$ cat config.mk
export PLATFORM = sky130hd
export DESIGN_NAME = mc_controller_ws
export DESIGN_NICKNAME = d
export VERILOG_FILES = /design/src/rtl/mc_controller_ws.sv
export SDC_FILE = /design/constraint.sdc
export NUM_CORES = 1
export LEC_CHECK = 0
export CAP_MARGIN = 10
export CORE_ASPECT_RATIO = 0.8
export CORE_MARGIN = 2
export CORE_UTILIZATION = 25
export DETAILED_ROUTE_END_ITERATION = 8
export GPL_TIMING_DRIVEN = 1
export HOLD_SLACK_MARGIN = 0.02
export PLACE_DENSITY = 0.46
export SYNTH_ARGS = -nofsm -noshare
export SYNTH_HDL_FRONTEND = slang
export SYNTH_SLANG_ARGS = --single-unit
$ cat constraint.sdc
create_clock -name clk -period 3.63 [get_ports clk]
set_input_delay 0.726 -clock clk [delete_from_list [all_inputs] [get_ports clk]]
set_output_delay 0.726 -clock clk [all_outputs]
set_load 0.05 [all_outputs]
$ cat src/rtl/mc_controller_ws.sv
// Multicycle MIPS-style control FSM with a bounded memory-wait watchdog.
// Optional macro MC_EXT_ISA_EN adds addi, j and bne sequencing.
module mc_controller_ws #(
    parameter int MAX_WAIT = 15
) (
    input  logic       clk,
    input  logic       reset,
    input  logic [5:0] opcode,
    input  logic [5:0] funct,
    input  logic       zero,
    input  logic       mem_ready,
    output logic       memread,
    output logic       memwrite,
    output logic       iord,
    output logic       irwrite,
    output logic       regdst,
    output logic       memtoreg,
    output logic       regwrite,
    output logic       alusrca,
    output logic [1:0] alusrcb,
    output logic [2:0] alucontrol,
    output logic [1:0] pcsrc,
    output logic       pcen,
    output logic       err
);

    typedef enum logic [3:0] {
        FETCH,
        DECODE,
        MEMADR,
        MEMRD,
        MEMWB,
        MEMWR,
        EXEC,
        ALUWB,
        BRANCH,
`ifdef MC_EXT_ISA_EN
        ADDIEX,
        ADDIWB,
        JUMP,
        BRANCHNE,
`endif
        ERROR
    } state_t;

    localparam logic [5:0] OP_RTYPE = 6'b000000;
    localparam logic [5:0] OP_LW    = 6'b100011;
    localparam logic [5:0] OP_SW    = 6'b101011;
    localparam logic [5:0] OP_BEQ   = 6'b000100;
`ifdef MC_EXT_ISA_EN
    localparam logic [5:0] OP_ADDI  = 6'b001000;
    localparam logic [5:0] OP_J     = 6'b000010;
    localparam logic [5:0] OP_BNE   = 6'b000101;
`endif

    localparam logic [7:0] WAIT_LAST = 8'(MAX_WAIT - 1);

    state_t     state;
    state_t     state_n;
    logic [7:0] wcnt;
    logic       waiting;
    logic       timeout;
    logic       fn_ok;
    logic [2:0] fn_alu;

    assign timeout = (wcnt == WAIT_LAST);

    // R-type funct to ALU operation; unknown functs are flagged illegal
    always_comb begin
        fn_ok  = 1'b1;
        fn_alu = 3'b000;
        case (funct)
            6'b100000: fn_alu = 3'b010;
            6'b100010: fn_alu = 3'b110;
            6'b100100: fn_alu = 3'b000;
            6'b100101: fn_alu = 3'b001;
            6'b101010: fn_alu = 3'b111;
            default:   fn_ok  = 1'b0;
        endcase
    end

    // Next-state selection; memory completion wins over the watchdog
    always_comb begin
        state_n = state;
        waiting = 1'b0;
        case (state)
            FETCH: begin
                waiting = 1'b1;
                if (mem_ready)    state_n = DECODE;
                else if (timeout) state_n = ERROR;
            end
            DECODE: begin
                case (opcode)
                    OP_LW, OP_SW: state_n = MEMADR;
                    OP_RTYPE:     state_n = EXEC;
                    OP_BEQ:       state_n = BRANCH;
`ifdef MC_EXT_ISA_EN
                    OP_ADDI:      state_n = ADDIEX;
                    OP_J:         state_n = JUMP;
                    OP_BNE:       state_n = BRANCHNE;
`endif
                    default:      state_n = ERROR;
                endcase
            end
            MEMADR: begin
                if (opcode == OP_LW)      state_n = MEMRD;
                else if (opcode == OP_SW) state_n = MEMWR;
                else                      state_n = ERROR;
            end
            MEMRD: begin
                waiting = 1'b1;
                if (mem_ready)    state_n = MEMWB;
                else if (timeout) state_n = ERROR;
            end
            MEMWB:  state_n = FETCH;
            MEMWR: begin
                waiting = 1'b1;
                if (mem_ready)    state_n = FETCH;
                else if (timeout) state_n = ERROR;
            end
            EXEC:   state_n = fn_ok ? ALUWB : ERROR;
            ALUWB:  state_n = FETCH;
            BRANCH: state_n = FETCH;
`ifdef MC_EXT_ISA_EN
            ADDIEX:   state_n = ADDIWB;
            ADDIWB:   state_n = FETCH;
            JUMP:     state_n = FETCH;
            BRANCHNE: state_n = FETCH;
`endif
            ERROR:  state_n = ERROR;
            default: state_n = ERROR;
        endcase
    end

    // State register and wait counter; counter restarts on every state change
    always_ff @(posedge clk) begin
        if (reset) begin
            state <= FETCH;
            wcnt  <= 8'd0;
        end else begin
            state <= state_n;
            if (waiting && !mem_ready && state_n == state)
                wcnt <= wcnt + 8'd1;
            else
                wcnt <= 8'd0;
        end
    end

    // Moore outputs per state, gated by mem_ready / zero where needed
    always_comb begin
        memread    = 1'b0;
        memwrite   = 1'b0;
        iord       = 1'b0;
        irwrite    = 1'b0;
        regdst     = 1'b0;
        memtoreg   = 1'b0;
        regwrite   = 1'b0;
        alusrca    = 1'b0;
        alusrcb    = 2'b00;
        alucontrol = 3'b000;
        pcsrc      = 2'b00;
        pcen       = 1'b0;
        err        = 1'b0;
        case (state)
            FETCH: begin
                memread    = 1'b1;
                alusrcb    = 2'b01;
                alucontrol = 3'b010;
                irwrite    = mem_ready;
                pcen       = mem_ready;
            end
            DECODE: begin
                alusrcb    = 2'b11;
                alucontrol = 3'b010;
            end
            MEMADR: begin
                alusrca    = 1'b1;
                alusrcb    = 2'b10;
                alucontrol = 3'b010;
            end
            MEMRD: begin
                memread = 1'b1;
                iord    = 1'b1;
            end
            MEMWR: begin
                memwrite = 1'b1;
                iord     = 1'b1;
            end
            MEMWB: begin
                memtoreg = 1'b1;
                regwrite = 1'b1;
            end
            EXEC: begin
                alusrca    = 1'b1;
                alucontrol = fn_alu;
            end
            ALUWB: begin
                regdst   = 1'b1;
                regwrite = 1'b1;
            end
            BRANCH: begin
                alusrca    = 1'b1;
                alucontrol = 3'b110;
                pcsrc      = 2'b01;
                pcen       = zero;
            end
`ifdef MC_EXT_ISA_EN
            ADDIEX: begin
                alusrca    = 1'b1;
                alusrcb    = 2'b10;
                alucontrol = 3'b010;
            end
            ADDIWB: begin
                regwrite = 1'b1;
            end
            JUMP: begin
                pcsrc = 2'b10;
                pcen  = 1'b1;
            end
            BRANCHNE: begin
                alusrca    = 1'b1;
                alucontrol = 3'b110;
                pcsrc      = 2'b01;
                pcen       = ~zero;
            end
`endif
            ERROR: err = 1'b1;
            default: err = 1'b1;
        endcase
    end

endmodule

==> reports/metrics.yaml, run 1 <==
status:
  status: "completed"
clocking:
  clk_pin_slew_ns: 0.06
  cts_hold_buf: 0
  root_buffer: "clkbuf_8"
  cts.sinks: 12
  insertion_delay_ns: 0.24
  clockBufferDepth: 2
  cts_tree: "done"
  cts_max_level: 1
  cts_resized: 0
  cts_buffers: 3
  post_cts_buffers: 0
sta:
  min_period_ns: 3.22
  fin_crit_sh_pct: 88.7
  slew_viol_final: 0
  tightest_slew_ns: 0.686
  rsz0062_at_grt: "no"
  fmax_mhz: 310
  setup_viol: 0
  tns_ns: 0
  slew_headroom_pct: 54.2
  fin_skew_ns: 0.00432
  hold_violations: 0
  hold_slack_ns: 0.488
finish:
  drive_gt1_share_pct: 10.1
  final_cell_mix: "28 x clkdlybuf4s50_1, 15 x nor2_1, 12 x dfxtp_1"
  finish.instance_area_um2: 1390
  layout_commonest_cell: "clkdlybuf4s50_1"
  fin_util_pct: 36.9
  nets: 178
  fillers: 388
  antennaDiodeCount: 0
  syn_to_final_growth_pct: 41.9
critical_path:
  reg2reg_slack_ns: 1.73
  cpPeakStageDelay_ns: 0.79
  arrival_ns: 2.49
  worst_setup_path_end_kind: "output port"
  required_ns: 2.90
  crit_slowest_cell: "clkdlybuf4s50_1"
  path_cells: "clkdlybuf4s50_1, nand2_1, nor2_1, a21o_1, clkdlybuf4s50_1"
  critical_path.most_common_cell: "clkdlybuf4s50_1"
  start_kind: "primary input"
  path_class: "primary input to output port"
  path_buf_inv: 2
  crit_path_max_fanout: 6
  critPathTopFamily: "buffers and inverters"
yosys:
  ys_ff_latch: 12
  synth_cell_types: 45
  syn-num-nets: 146
  syn_inst: 128
  synth_area_um2: 982
  avgSynthCellArea_um2: 7.67
  synth_warnings: 0
  synth-seq-area-share_pct: 24.5
floorplan:
  dieArea_um2: 4450
  dieHeight_um: 60.1
  start_util_pct: 26.0
  fp-row-count: 20
  core_area_um2: 3780
  pin_count: 33
  die_w_um: 74.1
global_route:
  gr-total-overflow: 0
  grt_start_max_net_pins: 19
  antenna_found_initial: 0
  grt_pass1_vias: 989
  grt.total_usage_pct: 13.6
  grt_pass1_wl_um: 4620
routing:
  drt_iter0_markers: 67
  firstDrtPassIters: 4
  drc: 0
  routed_wl_um: 2690
  via_count: 1036
  wl_per_cell_um: 12.6
  vias_per_cell: 4.84
  antenna_left: 0
placed_design:
  io_buffers: 31
  place_hpwl_um: 2130
  gp_congestion: 0.780
  post_dp_cell_area_um2: 1340
worst_hold_path:
  min_path_type: "register to register"
power:
  powerDensity_nw_per_um2: 355
  p_leak_nw: 0.470
  max-vdd-ir-drop_mv: 0.113
flow_run:
  max_cap_violations: 0
state kept, by name, indices dropped and copies added (netlist names):
register,count
state,4
wcnt,8
worst register-to-register path, delay by kind of cell (launching register included):
family | cells | cell delay, ns
AO/OA/AOI/OAI | 1 | 0.15
XOR/XNOR | 1 | 0.21
flip-flops | 1 | 0.76
AND/OR/NAND/NOR | 2 | 0.69
metrics by stage:
| stage | cells | setup slack (ns) | total power (W) |
|---|---|---|---|
| 3_3_place_gp | 210 | 0.434 | 0.000349 |
| 4_1_cts | 214 | 0.411 | 0.000499 |
| 5_1_grt | 214 | 0.347 | 0.000520 |
| 6_report | 214 | 0.409 | 0.000494 |
| 2_1_floorplan | 128 | 0.377 | 0.000278 |
| 3_5_place_dp | 210 | 0.416 | 0.000349 |
layout make-up:
cell class                      count  area [µm²]  area share (%)
Clock buffer                        4        55.1            3.95
Inverter                            5        18.8            1.35
Timing Repair Buffer               35         333            23.9
Multi-Input combinational cell    103         678            48.7
Sequential cell                    12         240            17.2
Tap cell                           55        68.8            4.94
report_power, final:
group | internal (W) | switching, W | total (W)
logic | 0.0000777 | 0.000127 | 0.000205
clock network | 0.0000959 | 0.0000518 | 0.000148
registers | 0.000137 | 0.00000504 | 0.000142
metal layers:
layer  vias to the layer above  routed length, µm  track usage, %
li1                        538                  -               -
met1                       465               1450            20.4
met2                        29               1090            19.6
met3                         4                126            2.19
met4                         0                 19            3.90
met5                         -                  0               0
logic make-up (layout without fill, tap and decap cells):
group,after synthesis,in the layout,synth area share (%)
buffers and inverters,13,44,6.50
DFF,12,12,24.5
and+or+nand+nor,62,62,36.1
AOI/OAI and AO/OA,28,28,20.9
adders and majority gates,3,3,3.57
muxes,1,1,1.02
xor gates and xnor gates,8,8,7.13
other,1,1,0.382
cell usage after synthesis:
| master | instances | area (µm²) |
|---|---|---|
| nor4b_4 | 1 | 23.8 |
| o32a_1 | 1 | 10.0 |
| o2bb2ai_1 | 1 | 8.76 |
| o221ai_1 | 1 | 8.76 |
| o21a_1 | 2 | 15.0 |
| nand4_1 | 5 | 31.3 |
| nor3_1 | 6 | 30.0 |
| or2_2 | 2 | 12.5 |
| nand2_1 | 6 | 22.5 |
| a2111oi_2 | 1 | 15.0 |
| buf_4 | 1 | 7.51 |
| nor4_1 | 8 | 50.1 |
| mux2i_1 | 1 | 10.0 |
| o21ai_0 | 2 | 10.0 |
| nand2b_1 | 3 | 18.8 |
| nand3_1 | 4 | 20.0 |
| or4_1 | 1 | 7.51 |
| nand4b_1 | 1 | 8.76 |
| a2bb2oi_1 | 1 | 8.76 |
| o211ai_1 | 1 | 7.51 |
| xor2_1 | 3 | 26.3 |
| xnor2_1 | 5 | 43.8 |
| nor2_1 | 15 | 56.3 |
| buf_6 | 1 | 11.3 |
| a22oi_2 | 1 | 12.5 |
| nor2b_1 | 2 | 12.5 |
| ha_1 | 2 | 25.0 |
| nand3b_1 | 1 | 7.51 |
| clkbuf_1 | 2 | 7.51 |
| nor4bb_1 | 2 | 20.0 |
| buf_2 | 3 | 15.0 |
| a21oi_1 | 7 | 35.0 |
| conb_1 | 1 | 3.75 |
| or2_0 | 1 | 6.26 |
| a21o_1 | 3 | 22.5 |
| a31oi_1 | 3 | 18.8 |
| inv_1 | 5 | 18.8 |
| buf_1 | 1 | 3.75 |
| and3_1 | 3 | 18.8 |
| maj3_1 | 1 | 10.0 |
| o21bai_1 | 2 | 15.0 |
| dfxtp_1 | 12 | 240 |
| o22a_1 | 1 | 8.76 |
| nor3b_1 | 1 | 7.51 |
| a41oi_1 | 1 | 8.76 |
final timing paths:
path / startpoint / endpoint / cells past startpoint
worst max register to register: state[2]$_SDFF_PP0_ / wcnt[4]$_SDFF_PP0_ / 4
worst min register to register: wcnt[0]$_SDFF_PP0_ / wcnt[0]$_SDFF_PP0_ / 1
worst max-delay path: mem_ready / pcen / 5
worst min-delay path: wcnt[0]$_SDFF_PP0_ / wcnt[0]$_SDFF_PP0_ / 1
Note: power is estimated with default switching activity, not from simulation.
==> inputs of run 2 (changes only) <==
--- a/config.mk
+++ b/config.mk
@@ -7,11 +7,10 @@
 export LEC_CHECK = 0
 export CAP_MARGIN = 10
 export CORE_ASPECT_RATIO = 0.8
-export CORE_MARGIN = 2
 export CORE_UTILIZATION = 25
 export DETAILED_ROUTE_END_ITERATION = 8
 export GPL_TIMING_DRIVEN = 1
-export HOLD_SLACK_MARGIN = 0.02
+export HOLD_SLACK_MARGIN = 0.05
 export PLACE_DENSITY = 0.46
 export SYNTH_ARGS = -nofsm -noshare
 export SYNTH_HDL_FRONTEND = slang
==> reports/metrics.yaml, run 2 (same netlist as run 1, synthesis figures left out) <==
global_route:
  grt.total_usage_pct: 14.6  # +1.0 points
  grt_start_max_net_pins: 19  # unchanged
  antenna_found_initial: 0  # unchanged
  gr-total-overflow: 0  # unchanged
  grt_pass1_vias: 1008  # +1.9%
  grt_pass1_wl_um: 4840  # +4.8%
placed_design:
  placed_cells_incl_taps: 209  # -0.48%
  gp_congestion: 0.784  # +0.51%
  place_hpwl_um: 2150  # +1.2%
  io_buffers: 31  # unchanged
  post_dp_cell_area_um2: 1350  # +0.84%
floorplan:
  die_w_um: 72.1  # -2.7%
  pin_count: 33  # unchanged
  start_util_pct: 27.4  # +1.4 points
  dieHeight_um: 58.1  # -3.3%
  dieArea_um2: 4180  # -5.9%
  core_area_um2: 3590  # -5.0%
  fp-row-count: 19  # -5.0%
finish:
  syn_to_final_growth_pct: 43.1
  finalNonFillerCells: 213  # -0.47%
  biggestRegsByFlops: "wcnt x8, state x4"
  finish.instance_area_um2: 1410  # +0.81%
  layout_commonest_cell: "clkdlybuf4s50_1"
  final_cell_mix: "28 x clkdlybuf4s50_1, 15 x nor2_1, 12 x dfxtp_1"
  antennaDiodeCount: 0  # unchanged
  fin_util_pct: 39.1  # +2.3 points
  largest_register: "wcnt"
  drive_gt1_share_pct: 11.2  # +1.1 points
  nets: 180  # +1.1%
  largest_register_ffs: 8  # unchanged
power:
  max-vdd-ir-drop_mv: 0.126  # +11%
  p_leak_nw: 0.480  # +2.1%
  powerDensity_nw_per_um2: 349  # -1.6%
critical_path:
  critical_path.most_common_cell: "clkdlybuf4s50_1"
  cpPeakStageDelay_ns: 0.79  # about the same
  crit_path_max_fanout: 6  # unchanged
  required_ns: 2.90  # about the same
  worst_setup_path_end_kind: "output port"
  path_buf_inv: 2  # unchanged
  path_cells: "clkdlybuf4s50_1, nand2_1, nor2_1, a21o_1, clkdlybuf4s50_1"
  startpoint: "mem_ready"
  r2r_start: "state[2]$_SDFF_PP0_"
  start_kind: "primary input"
  path_class: "primary input to output port"
  crit_slowest_cell: "clkdlybuf4s50_1"
  arrival_ns: 2.50  # about the same
  critPathTopFamily: "buffers and inverters"
routing:
  routed_wl_um: 2760  # +2.9%
  drt_iter0_markers: 68  # +1.5%
  antenna_left: 0  # unchanged
  vias_per_cell: 5.09  # +5.2%
  drc: 0  # unchanged
  via_count: 1085  # +4.7%
  wl_per_cell_um: 13.0  # +3.3%
  firstDrtPassIters: 4  # unchanged
flow_run:
  max_cap_violations: 0  # unchanged
clocking:
  cts_hold_buf: 0  # unchanged
  cts.sinks: 12  # unchanged
  cts_tree: "done"
  clockBufferDepth: 2  # unchanged
  root_buffer: "clkbuf_8"
  cts_resized: 0  # unchanged
  cts_max_level: 1  # unchanged
  post_cts_buffers: 0  # unchanged
  cts_buffers: 3  # unchanged
  clk_pin_slew_ns: 0.05  # about the same
  insertion_delay_ns: 0.24  # about the same
sta:
  fmax_mhz: 310  # about the same
  tns_ns: 0  # unchanged
  hold_violations: 0  # unchanged
  hold_slack_ns: 0.508  # +0.0201 ns
  setup_viol: 0  # unchanged
  min_period_ns: 3.22  # +0.00148 ns
  tightest_slew_ns: 0.733  # +0.0473 ns
  rsz0062_at_grt: "no"
  fin_crit_sh_pct: 88.8  # about the same
  fin_skew_ns: 0.00254  # -0.00178 ns
  slew_viol_final: 0  # unchanged
  slew_headroom_pct: 51.1  # -3.2 points
status:
  status: "completed"
worst_hold_path:
  hp-start: "wcnt[0]$_SDFF_PP0_"
  min_path_type: "register to register"
run 2: layout make-up:
cell class	instances	area [µm²]
fillers	376	2180
multi-input cells	103	678
flip-flops and latches	12	240
well taps	52	65.1
inverters	5	18.8
repair buffers	37	348
clock buffers	4	55.1
run 2: final timing paths:
kind	to	slack, ns	depth (start not counted)
worst max-delay path	pcen	0.41	5
worst min-delay path	wcnt[0]$_SDFF_PP0_	0.51	1
worst max register to register	wcnt[3]$_SDFF_PP0_	1.72	4
worst min register to register	wcnt[0]$_SDFF_PP0_	0.51	1
run 2: worst register-to-register path: cells and delay by family, from the launching register on:
kind	cells	cell delay [ns]
xor gates and xnor gates	1	0.21
and+or+nand+nor	2	0.68
DFF	1	0.79
AOI/OAI and AO/OA	1	0.14
run 2: metrics by stage:
stage          setup WS, ns  total power [W]
3_3_place_gp          0.423         0.000353
2_1_floorplan         0.377         0.000278
5_1_grt               0.300         0.000518
3_5_place_dp          0.413         0.000351
6_report              0.408         0.000490
4_1_cts               0.401         0.000497
run 2: power by group:
| group | switching [W] | total (W) | internal, W |
|---|---|---|---|
| sequential | 0.00000329 | 0.000140 | 0.000137 |
| combinational | 0.000128 | 0.000208 | 0.0000797 |
| clock | 0.0000471 | 0.000143 | 0.0000956 |
| total | 0.000178 | 0.000490 | 0.000312 |
run 2: routing by layer:
layer  vias up  routed length [µm]  global-route usage, %
met4         0                   0                   1.68
li1        544                   -                      -
met3         0                 125                   3.48
met5         -                   0                      0
met2        29                1220                   21.8
met1       512                1420                   21.8
